## src/rtl/apb3_master.sv

```systemverilog
// APB3 master: turns a cmd/rsp handshake into a single APB3 transfer, with an optional
// wait-state timeout so a slave that never raises PREADY cannot hang the bus.
module apb3_master #(
   parameter int unsigned ADDR_WIDTH     = 12,
   parameter int unsigned DATA_WIDTH     = 32,
   parameter int unsigned TIMEOUT_CYCLES = 255
) (
   input  logic                  io_systemClk,
   input  logic                  io_asyncReset,
   input  logic                  cmd_valid,
   output logic                  cmd_ready,
   input  logic                  cmd_write,
   input  logic [ADDR_WIDTH-1:0] cmd_addr,
   input  logic [DATA_WIDTH-1:0] cmd_wdata,
   output logic                  rsp_valid,
   input  logic                  rsp_ready,
   output logic [DATA_WIDTH-1:0] rsp_rdata,
   output logic                  rsp_error,
   output logic                  rsp_timeout,
   output logic                  busy,
   output logic [ADDR_WIDTH-1:0] PADDR,
   output logic                  PSEL,
   output logic                  PENABLE,
   output logic                  PWRITE,
   output logic [DATA_WIDTH-1:0] PWDATA,
   input  logic                  PREADY,
   input  logic [DATA_WIDTH-1:0] PRDATA,
   input  logic                  PSLVERROR
);

   localparam logic [7:0] TimeoutLimit = 8'(TIMEOUT_CYCLES);
   localparam bit         TimeoutEn    = (TIMEOUT_CYCLES != 0);

   typedef enum logic [1:0] {StIdle, StSetup, StAccess, StResp} state_t;

   state_t                  state_q, state_d;
   logic [7:0]              wait_cnt_q, wait_cnt_d;
   logic                    capture, timeout_hit;
   logic [ADDR_WIDTH-1:0]   paddr_q;
   logic [DATA_WIDTH-1:0]   pwdata_q;
   logic                    pwrite_q;
   logic [DATA_WIDTH-1:0]   rsp_rdata_q;
   logic                    rsp_error_q, rsp_timeout_q;

   always_comb begin
      state_d     = state_q;
      wait_cnt_d  = wait_cnt_q;
      capture     = 1'b0;
      timeout_hit = 1'b0;
      unique case (state_q)
         StIdle: begin
            if (cmd_valid) state_d = StSetup;
         end
         StSetup: begin
            state_d    = StAccess;
            wait_cnt_d = 8'd0;
         end
         StAccess: begin
            // PREADY takes priority over a timeout reached in the same cycle
            if (PREADY) begin
               state_d = StResp;
               capture = 1'b1;
            end else if (TimeoutEn && (wait_cnt_q == TimeoutLimit)) begin
               state_d     = StResp;
               timeout_hit = 1'b1;
            end else begin
               wait_cnt_d = wait_cnt_q + 8'd1;
            end
         end
         StResp: begin
            if (rsp_ready) state_d = StIdle;
         end
         default: state_d = StIdle;
      endcase
   end

   always_ff @(posedge io_systemClk or posedge io_asyncReset) begin
      if (io_asyncReset) begin
         state_q       <= StIdle;
         wait_cnt_q    <= 8'd0;
         paddr_q       <= '0;
         pwdata_q      <= '0;
         pwrite_q      <= 1'b0;
         rsp_rdata_q   <= '0;
         rsp_error_q   <= 1'b0;
         rsp_timeout_q <= 1'b0;
      end else begin
         state_q    <= state_d;
         wait_cnt_q <= wait_cnt_d;
         if (state_q == StIdle && cmd_valid) begin
            paddr_q  <= cmd_addr;
            pwdata_q <= cmd_wdata;
            pwrite_q <= cmd_write;
         end
         if (capture) begin
            rsp_rdata_q   <= (!pwrite_q && !PSLVERROR) ? PRDATA : '0;
            rsp_error_q   <= PSLVERROR;
            rsp_timeout_q <= 1'b0;
         end else if (timeout_hit) begin
            rsp_rdata_q   <= '0;
            rsp_error_q   <= 1'b1;
            rsp_timeout_q <= 1'b1;
         end
      end
   end

   assign cmd_ready   = (state_q == StIdle);
   assign busy        = (state_q != StIdle);
   assign PSEL        = (state_q == StSetup) || (state_q == StAccess);
   assign PENABLE     = (state_q == StAccess);
   assign rsp_valid   = (state_q == StResp);
   assign PADDR       = paddr_q;
   assign PWDATA      = pwdata_q;
   assign PWRITE      = pwrite_q;
   assign rsp_rdata   = rsp_rdata_q;
   assign rsp_error   = rsp_error_q;
   assign rsp_timeout = rsp_timeout_q;

endmodule
```

## config.mk

```make
export PLATFORM = sky130hd
export DESIGN_NAME = apb3_master
export DESIGN_NICKNAME = d
export VERILOG_FILES = /design/src/rtl/apb3_master.sv
export SDC_FILE = /design/constraint.sdc
export NUM_CORES = 1
export LEC_CHECK = 0
export CAP_MARGIN = 20
export CORE_MARGIN = 3
export CORE_UTILIZATION = 30
export CTS_BUF_LIST = sky130_fd_sc_hd__clkbuf_16
export DETAILED_ROUTE_END_ITERATION = 10
export GPL_ROUTABILITY_DRIVEN = 0
export HOLD_SLACK_MARGIN = 0.03
export PLACE_DENSITY = 0.68
export SETUP_SLACK_MARGIN = 0.02
export SLEW_MARGIN = 25
export SYNTH_ARGS = -nofsm -noshare
export SYNTH_HDL_FRONTEND = slang
export SYNTH_SLANG_ARGS = --single-unit
```

## constraint.sdc

```tcl
create_clock -name io_systemClk -period 2.64 [get_ports io_systemClk]
set_input_delay 0.396 -clock io_systemClk [delete_from_list [all_inputs] [get_ports io_systemClk]]
set_output_delay 0.396 -clock io_systemClk [all_outputs]
set_load 0.05 [all_outputs]
```

Word level (Yosys, flattened, before mapping):

Index checks and enable logic that the tools add are counted.

* output and inout port bits: 84
* flip-flop bits (word level): 89
* logic and storage cells: 48
* input bits: 83

* add/subtract/negate cells: 1
* muxes and demuxes: 19
* equal/unequal tests: 9
* reductions and logical operators: 11

Operator list (number)
* $mux W32: 3
* $mux W8: 2
* $pmux W8 S2: 1
* $add A8 B1 Y8 const B: 1
* $eq A8 B8 Y1 const B: 1
* $mux W1: 8
* $mux W2: 4
* $pmux W2 S4: 1
* $ne A2 B2 Y1 const B: 3
* $reduce_and A3 Y1: 2
* $reduce_bool A2 Y1: 3
* $eq A2 B2 Y1 const B: 2
* $ne A3 B1 Y1 const B: 1
* $eq A2 B1 Y1 const B: 1
* $logic_and A1 B1 Y1: 2
* $logic_not A1 Y1: 2
* $logic_not A2 Y1: 1
* $ne A2 B1 Y1 const B: 1
* $logic_or A1 B1 Y1: 1

Longest topological paths before layout:

Gate-level depths: netlist (run 1).

* depth in word-level cells: 6
* gate-level depth with buffers: 6
* depth with buffers taken out: 6

Worst setup path before layout (run 1):

OpenSTA, ideal clock, no wires.

* path type: reg-to-reg
* from: reg state_q[0]
* to: reg state_q[1]
* library setup time: 125 ps
* path buffers: 0
* data required time: 2515 ps
* clock period less this slack: 2108 ps
* cell stages (with the launch flop): 7
* arrival: 1984 ps
* setup slack: 532 ps
* cell sequence: dfrtp_1 -> inv_1 -> ha_1 -> inv_1 -> o22ai_1 -> a21oi_1 -> mux2_2

* word-level cells in the longest chain between the ends: 3
* elaborated cells on any way between the ends: 9
* classes of those cells: eq/ne: 6; mux: 1; reduce/logical: 2

RTL lines
* start, declared: RTL line 36 `state_t state_q, state_d;`
* start signal, assigned: RTL line 79 `state_q <= StIdle;`
* start signal, assigned: RTL line 88 `state_q <= state_d;`
* $logic_not A2 Y1 (*)
* net cmd_ready: RTL line 11 `output logic cmd_ready,`
* $ne A2 B2 Y1 (no source line)
* $reduce_and A3 Y1 (no source line)

Mark *: on every way through the listed nets, which the timed path passes. The rest lies on a longest branch.
A chain may end at the register's enable or synchronous reset.

Worst setup path in the final report (run 1):

* from: reg state_q[1]
* to: out busy

* word-level cells in the longest chain between the ends: 1

RTL lines
* $reduce_bool A2 Y1: RTL line 108 `assign busy = (state_q != StIdle);`
* end, declared: RTL line 20 `output logic busy,`

No other way between the ends.

==> out/results.ini, run 1 <==
[global_route]
antenna_found_initial = 0
grt-ovfl-total = 0
grt_pass1_wl_um = 14570
grt_max_degree = 90
grt_usage_pct = 14.17
grt_pass1_vias = 2847

[synthesis]
synth_seq_cells = 89
ys_warn_count = 0
syn_inst = 246
ys.flop_type = dfrtp_1
ys_top_cells_by_area = dfrtp_1 (63%), mux2_2 (15%), a22o_1 (7.9%), ha_1 (1.8%), inv_1 (1.1%)
synth_edf_count = 0
ys_seq_area_share_pct = 62.68
synth_top_area_share_pct = 62.68
postSynthAreaPerCell_um2 = 14.44
synth_commonest_cells = dfrtp_1 (89), mux2_2 (46), a22o_1 (32), inv_1 (10), buf_2 (7)
async_reset_ff_share_pct = 100.0
netlist_area_um2 = 3553
synthMostInstantiatedCell = dfrtp_1
synth_nets = 334
synth.largest_area_cell = dfrtp_1
ys_types = 37

[floorplanning]
start_util_pct = 30.86
coreArea_um2 = 11520
num_io_pins = 167
num_rows = 39
die_w_um = 114.8
dieArea_um2 = 13190
die_y_um = 114.8

[sta]
skew_ns = 0.005182
drv_slew = 0
tightest_slew_ns = 0.6529
setup_viol = 0
rsz0062_at_grt = false
fin_crit_sh_pct = 88.27
fin_worst_hold_slack_ns = 0.4986
slew-limit-headroom_pct = 56.47
fmax_mhz = 429.1
min_period_ns = 2.330
tns_ns = 0
final_hold_viol_count = 0

[clocking]
cts-hold-fix-buffers = 0
ctsResizeCount = 0
numCtsBuffers = 9
htreeDepth = 3
clock-root-buffer = clkbuf_16
cts_tree = built
insertion_delay_ns = 0.34
clk_pin_slew_ns = 0.06
postCtsSetupRepairBufs = 0
cts_sinks = 89
cts_buffer_depth = 2

[power]
vdd_drop_max_v = 0.0008506
totalPowerFinal_uw = 8391
powerDensity_nw_per_um2 = 1477
leakagePower_uw = 0.002415

[min_path]
hp-class = reg -> reg

[route]
dr.pass1.iters = 4
drc = 0
drtIter0Drc = 110
antenna_left = 0
vias_per_cell = 4.746
wire_per_inst_um = 16.36
via_count = 2677
drt_wl_total_um = 9227

[final_layout]
area_growth_pct = 59.93
multi_input_area_um2 = 1217
antenna_cells = 0
layout.nets = 504
fin_area_um2 = 5683
fill_cells = 1041
drive_above_1_share_pct = 17.58
postLayoutCoreUtil_pct = 49.35
register_area_um2 = 2227

[setup_path]
cp.arrival_ns = 1.93
cp-start-kind = flip-flop
path_class = reg -> out
crit_required_ns = 2.24
crit_fanout = 4
end_kind = output port

[place]
io_buffers = 166
dp_hpwl_um = 6667
placed_area_um2 = 5386

[outcome]
status = finished clean

[job]
cap_violations = 0

## routing by layer
| metal | up-vias | share of wire, % | wire length [µm] | GRT usage [%] |
|---|---|---|---|---|
| li1 | 1247 | - | - | - |
| met1 | 1317 | 42 | 3843 | 17.44 |
| met2 | 98 | 50 | 4580 | 23.44 |
| met3 | 15 | 6.8 | 624 | 4.211 |
| met4 | 0 | 1.9 | 179 | 5.634 |
| met5 | - | 0 | 0 | 0 |
## through the flow
step,cells,worst slack [ns]
after floorplan,246,0.5318
after global placement,548,0.6627
after detailed placement,548,0.6097
after CTS,564,0.2741
after global routing,564,0.2105
final,564,0.3098
## area by class of cell
class / instances / area share (%)
Clock buffer: 9 / 3.963
Clock inverter: 7 / 1.255
Inverter: 10 / 0.7266
Multi-Input combinational cell: 135 / 21.42
Sequential cell: 89 / 39.19
Tap cell: 143 / 3.148
Timing Repair Buffer: 171 / 30.30
## where the power goes
part	internal [µW]	switching, µW
Combinational	1780	3050
Sequential	1970	331
Clock	731	527
Total	4480	3910
## placed cells by master, fill, tap and decap left out, types with 2 or more instances in the layout
cell type and count:
clkinvlp_4 2, buf_4 4, nand2_1 4, nand3_1 5, a21oi_1 6, and4_1 2
a31oi_1 2, o2111ai_1 2, clkbuf_16 9, buf_12 2, inv_1 9, and3_1 2
clkinv_4 3, dfrtp_1 89, nand2b_1 2, a22o_1 32, mux2_2 46, nor2_1 2
ha_1 5, clkinv_1 2, nor3_1 2, o311ai_0 2, clkdlybuf4s50_1 165, nor2b_1 2
## worst paths after layout
check | from | to | slack (ns) | cells after the start
hold reg to reg | rsp_rdata[29] | rsp_rdata[29] | 0.50 | 1
min in group asynchronous | io_asyncReset | PWDATA[28] | 0.56 | 3
hold / removal | rsp_rdata[29] | rsp_rdata[29] | 0.50 | 1
setup / recovery | state_q[1] | busy | 0.31 | 4
max in group asynchronous | io_asyncReset | wait_cnt_q[7] | 1.73 | 3
setup reg to reg | state_q[0] | rsp_rdata[23] | 0.60 | 6
## flip-flops by register name, indices dropped and copies added, names as in the netlist
name         count
wait_cnt_q       8
PADDR           12
rsp_rdata       32
rsp_error        1
PWRITE           1
rsp_timeout      1
state_q          2
PWDATA          32
## critical path, stage by stage (launching register included)
cell and delay (ns):
dfrtp_1 0.40, inv_1 0.09, ha_1 0.22, inv_1 0.09, clkdlybuf4s50_1 0.80
## cell families after synthesis
kind of cell	count (synthesis)	synth area share, %
buffers and inverters	22	3.204
multiplexers	47	14.86
AND/OR/NAND/NOR	31	5.423
adder cells (fa/ha/maj)	5	1.761
AO/OA/AOI/OAI	52	12.08
flip-flops	89	62.68
No activity file was read; power rests on OpenSTA's default activity.
==> inputs of run 2 (changes only) <==
CORE_ASPECT_RATIO = 1.1   (was default)
==> run 2 against run 1 <==
Effect of this change:
- sequential power barely moved
- fmax grew 0.41%
- largest cell class unchanged
- first-iteration DRC count down 25%
- register-to-register slack gained 0.14 ns
- via count increased by 0.34%
- non-clock buffer count up 1
==> out/results.ini, run 2 (same netlist as run 1, synthesis figures left out) <==
[outcome]
status = finished clean

[floorplanning]
start_util_pct = 30.79  ; -0.070 points
dieArea_um2 = 13190  ; about the same
die_y_um = 120.1  ; +4.6%
num_io_pins = 167  ; unchanged
num_rows = 41  ; +5.1%
coreArea_um2 = 11540  ; +0.23%
die_w_um = 109.8  ; -4.4%

[clocking]
postCtsSetupRepairBufs = 0  ; unchanged
ctsResizeCount = 0  ; unchanged
cts_buffer_depth = 2  ; unchanged
htreeDepth = 3  ; unchanged
numCtsBuffers = 9  ; unchanged
clock-root-buffer = clkbuf_16
cts-hold-fix-buffers = 0  ; unchanged
insertion_delay_ns = 0.33  ; about the same
cts_tree = built
clk_pin_slew_ns = 0.07  ; about the same
cts_sinks = 89  ; unchanged

[route]
drt_wl_total_um = 8952  ; -3.0%
dr.pass1.iters = 4  ; unchanged
via_count = 2686  ; +0.34%
antenna_left = 0  ; unchanged
wire_per_inst_um = 15.65  ; -4.3%
drtIter0Drc = 83  ; -25%
drc = 0  ; unchanged
vias_per_cell = 4.696  ; -1.1%

[final_layout]
final_cell_mix = clkdlybuf4s50_1 (165), dfrtp_1 (89), mux2_2 (46), a22o_1 (32), inv_1 (10)
drive_above_1_share_pct = 18.01  ; +0.43 points
area_growth_pct = 60.60
multi_input_area_um2 = 1217  ; unchanged
register_area_um2 = 2227  ; unchanged
layout.cells.non_filler = 572  ; +1.4%
fill_cells = 1026  ; -1.4%
final_common_cell = clkdlybuf4s50_1
antenna_cells = 0  ; unchanged
layout.nets = 505  ; +0.20%

[setup_path]
worst-r2r-setup-slack_ns = 0.74  ; +0.14 ns
worst_r2r_endpoint = wait_cnt_q[6]
cp-start-kind = flip-flop
r2r_cells = 7  ; +1
crit_fanout = 4  ; unchanged
cp.arrival_ns = 1.92  ; about the same
path_cells = inv_1, ha_1, clkdlybuf4s50_1
end_kind = output port
slowest_stage = clkdlybuf4s50_1
timing.rr.start = state_q[1]
cpPeakStageDelay_ns = 0.82  ; +0.02 ns
path_class = reg -> out
crit_required_ns = 2.24  ; about the same

[global_route]
grt-ovfl-total = 0  ; unchanged
grtUsageMet1_pct = 17.03  ; -0.41 points
met3_usage_pct = 4.088  ; -0.12 points
grt_pass1_vias = 2812  ; -1.2%
grt_usage_pct = 13.68  ; -0.49 points
grt_pass1_wl_um = 14190  ; -2.6%
grt.busiest_layer = met2
grt_max_degree = 57  ; -37%
antenna_found_initial = 0  ; unchanged
grt_use_met2_pct = 22.90  ; -0.54 points

[place]
io_buffers = 166  ; unchanged
dp_cells = 556  ; +1.5%
dp_hpwl_um = 6569  ; -1.5%

[job]
cap_violations = 0  ; unchanged

[power]
pwr-share-comb_pct = 58.3  ; +0.7 points
vdd_drop_max_v = 0.0006765  ; -20%
swShare_pct = 46.96  ; +0.35 points
clockPowerShare_pct = 14.2  ; -0.8 points
internal-power_uw = 4405  ; -1.7%
pwr-share-seq_pct = 27.5  ; about the same
power.switching_uw = 3900  ; -0.30%
leakagePower_uw = 0.002421  ; +0.25%
powerDensity_nw_per_um2 = 1455  ; -1.4%

[sta]
min_period_ns = 2.321  ; -0.009465 ns
final_hold_viol_count = 0  ; unchanged
slew-limit-headroom_pct = 63.73  ; +7.3 points
drv_slew = 0  ; unchanged
fin_crit_sh_pct = 87.91  ; -0.36 points
tightest_slew_ns = 0.5424  ; -0.1106 ns
rsz0062_at_grt = false
skew_ns = 0.006486  ; +0.001304 ns
fmax_mhz = 430.9  ; +0.41%
tns_ns = 0  ; unchanged
setup_viol = 0  ; unchanged

[min_path]
hp-class = in -> async

[run 2: cell types whose count changed in the layout (fill, tap and decap cells not counted), sizes merged]
cell	delta
inv	+3
buf	+1
bufinv	-1
clkinv	-3
clkinvlp	+1
[run 2: worst max path at each step]
stage / from / to / slack, ns / depth (start not counted)
after CTS: state_q[1] / PSEL / 0.28 / 3
after global placement: state_q[1] / PSEL / 0.68 / 3
after global routing: state_q[0] / PSEL / 0.23 / 3
final: state_q[1] / PSEL / 0.32 / 3
after floorplan: state_q[0] / state_q[1] / 0.53 / 6
after detailed placement: state_q[1] / PSEL / 0.66 / 3
[run 2: layout make-up]
| type | instances | share of cell area, % |
|---|---|---|
| flip-flops and latches | 89 | 39.03 |
| multi-input cells | 135 | 21.33 |
| repair buffers | 172 | 30.74 |
| well taps | 150 | 3.289 |
| inverters | 10 | 0.7235 |
| clock inverters | 7 | 0.9428 |
| clock buffers | 9 | 3.947 |
[run 2: critical path: cells and delay by family, from the launching register on]
family | cells | cell delay, ns
buffers and inverters | 2 | 0.89
adder cells (fa/ha/maj) | 1 | 0.32
flip-flops | 1 | 0.39
[run 2: stage by stage]
| stage | setup slack [ns] | util (%) | power (µW) | cell area, µm² | hold slack, ns |
|---|---|---|---|---|---|
| after global routing | 0.2271 | 49.44 | 8712 | 5707 | 0.4992 |
| after detailed placement | 0.6627 | 47.02 | 7198 | 5428 | 0.4917 |
| after CTS | 0.2837 | 49.44 | 8415 | 5707 | 0.4904 |
| after floorplan | 0.5318 | - | 5514 | 3557 | 0.4863 |
| after global placement | 0.6791 | 47.02 | 7134 | 5428 | 0.4853 |
| final | 0.3193 | 49.44 | 8305 | 5707 | 0.4895 |
[run 2: power groups by stage]
stage	Combinational (µW)	Sequential [µW]	Clock, µW
CTS	4890	2290	1230
global route	5070	2360	1280
finish	4840	2280	1180
floorplan	1200	4320	0
global placement	4840	2290	0
detailed placement	4890	2310	0
[run 2: per-layer routing]
metal  wire length, µm  share of wire (%)
met5                 0                  0
met4                65               0.73
met2              4363                 49
met1              3719                 42
met3               803                9.0
==> inputs of run 3 (changes only) <==
CAP_MARGIN = 0   (was 20)
==> results of run 3 <==
No change in the layout: final DEF, timing and power equal those of run 2.
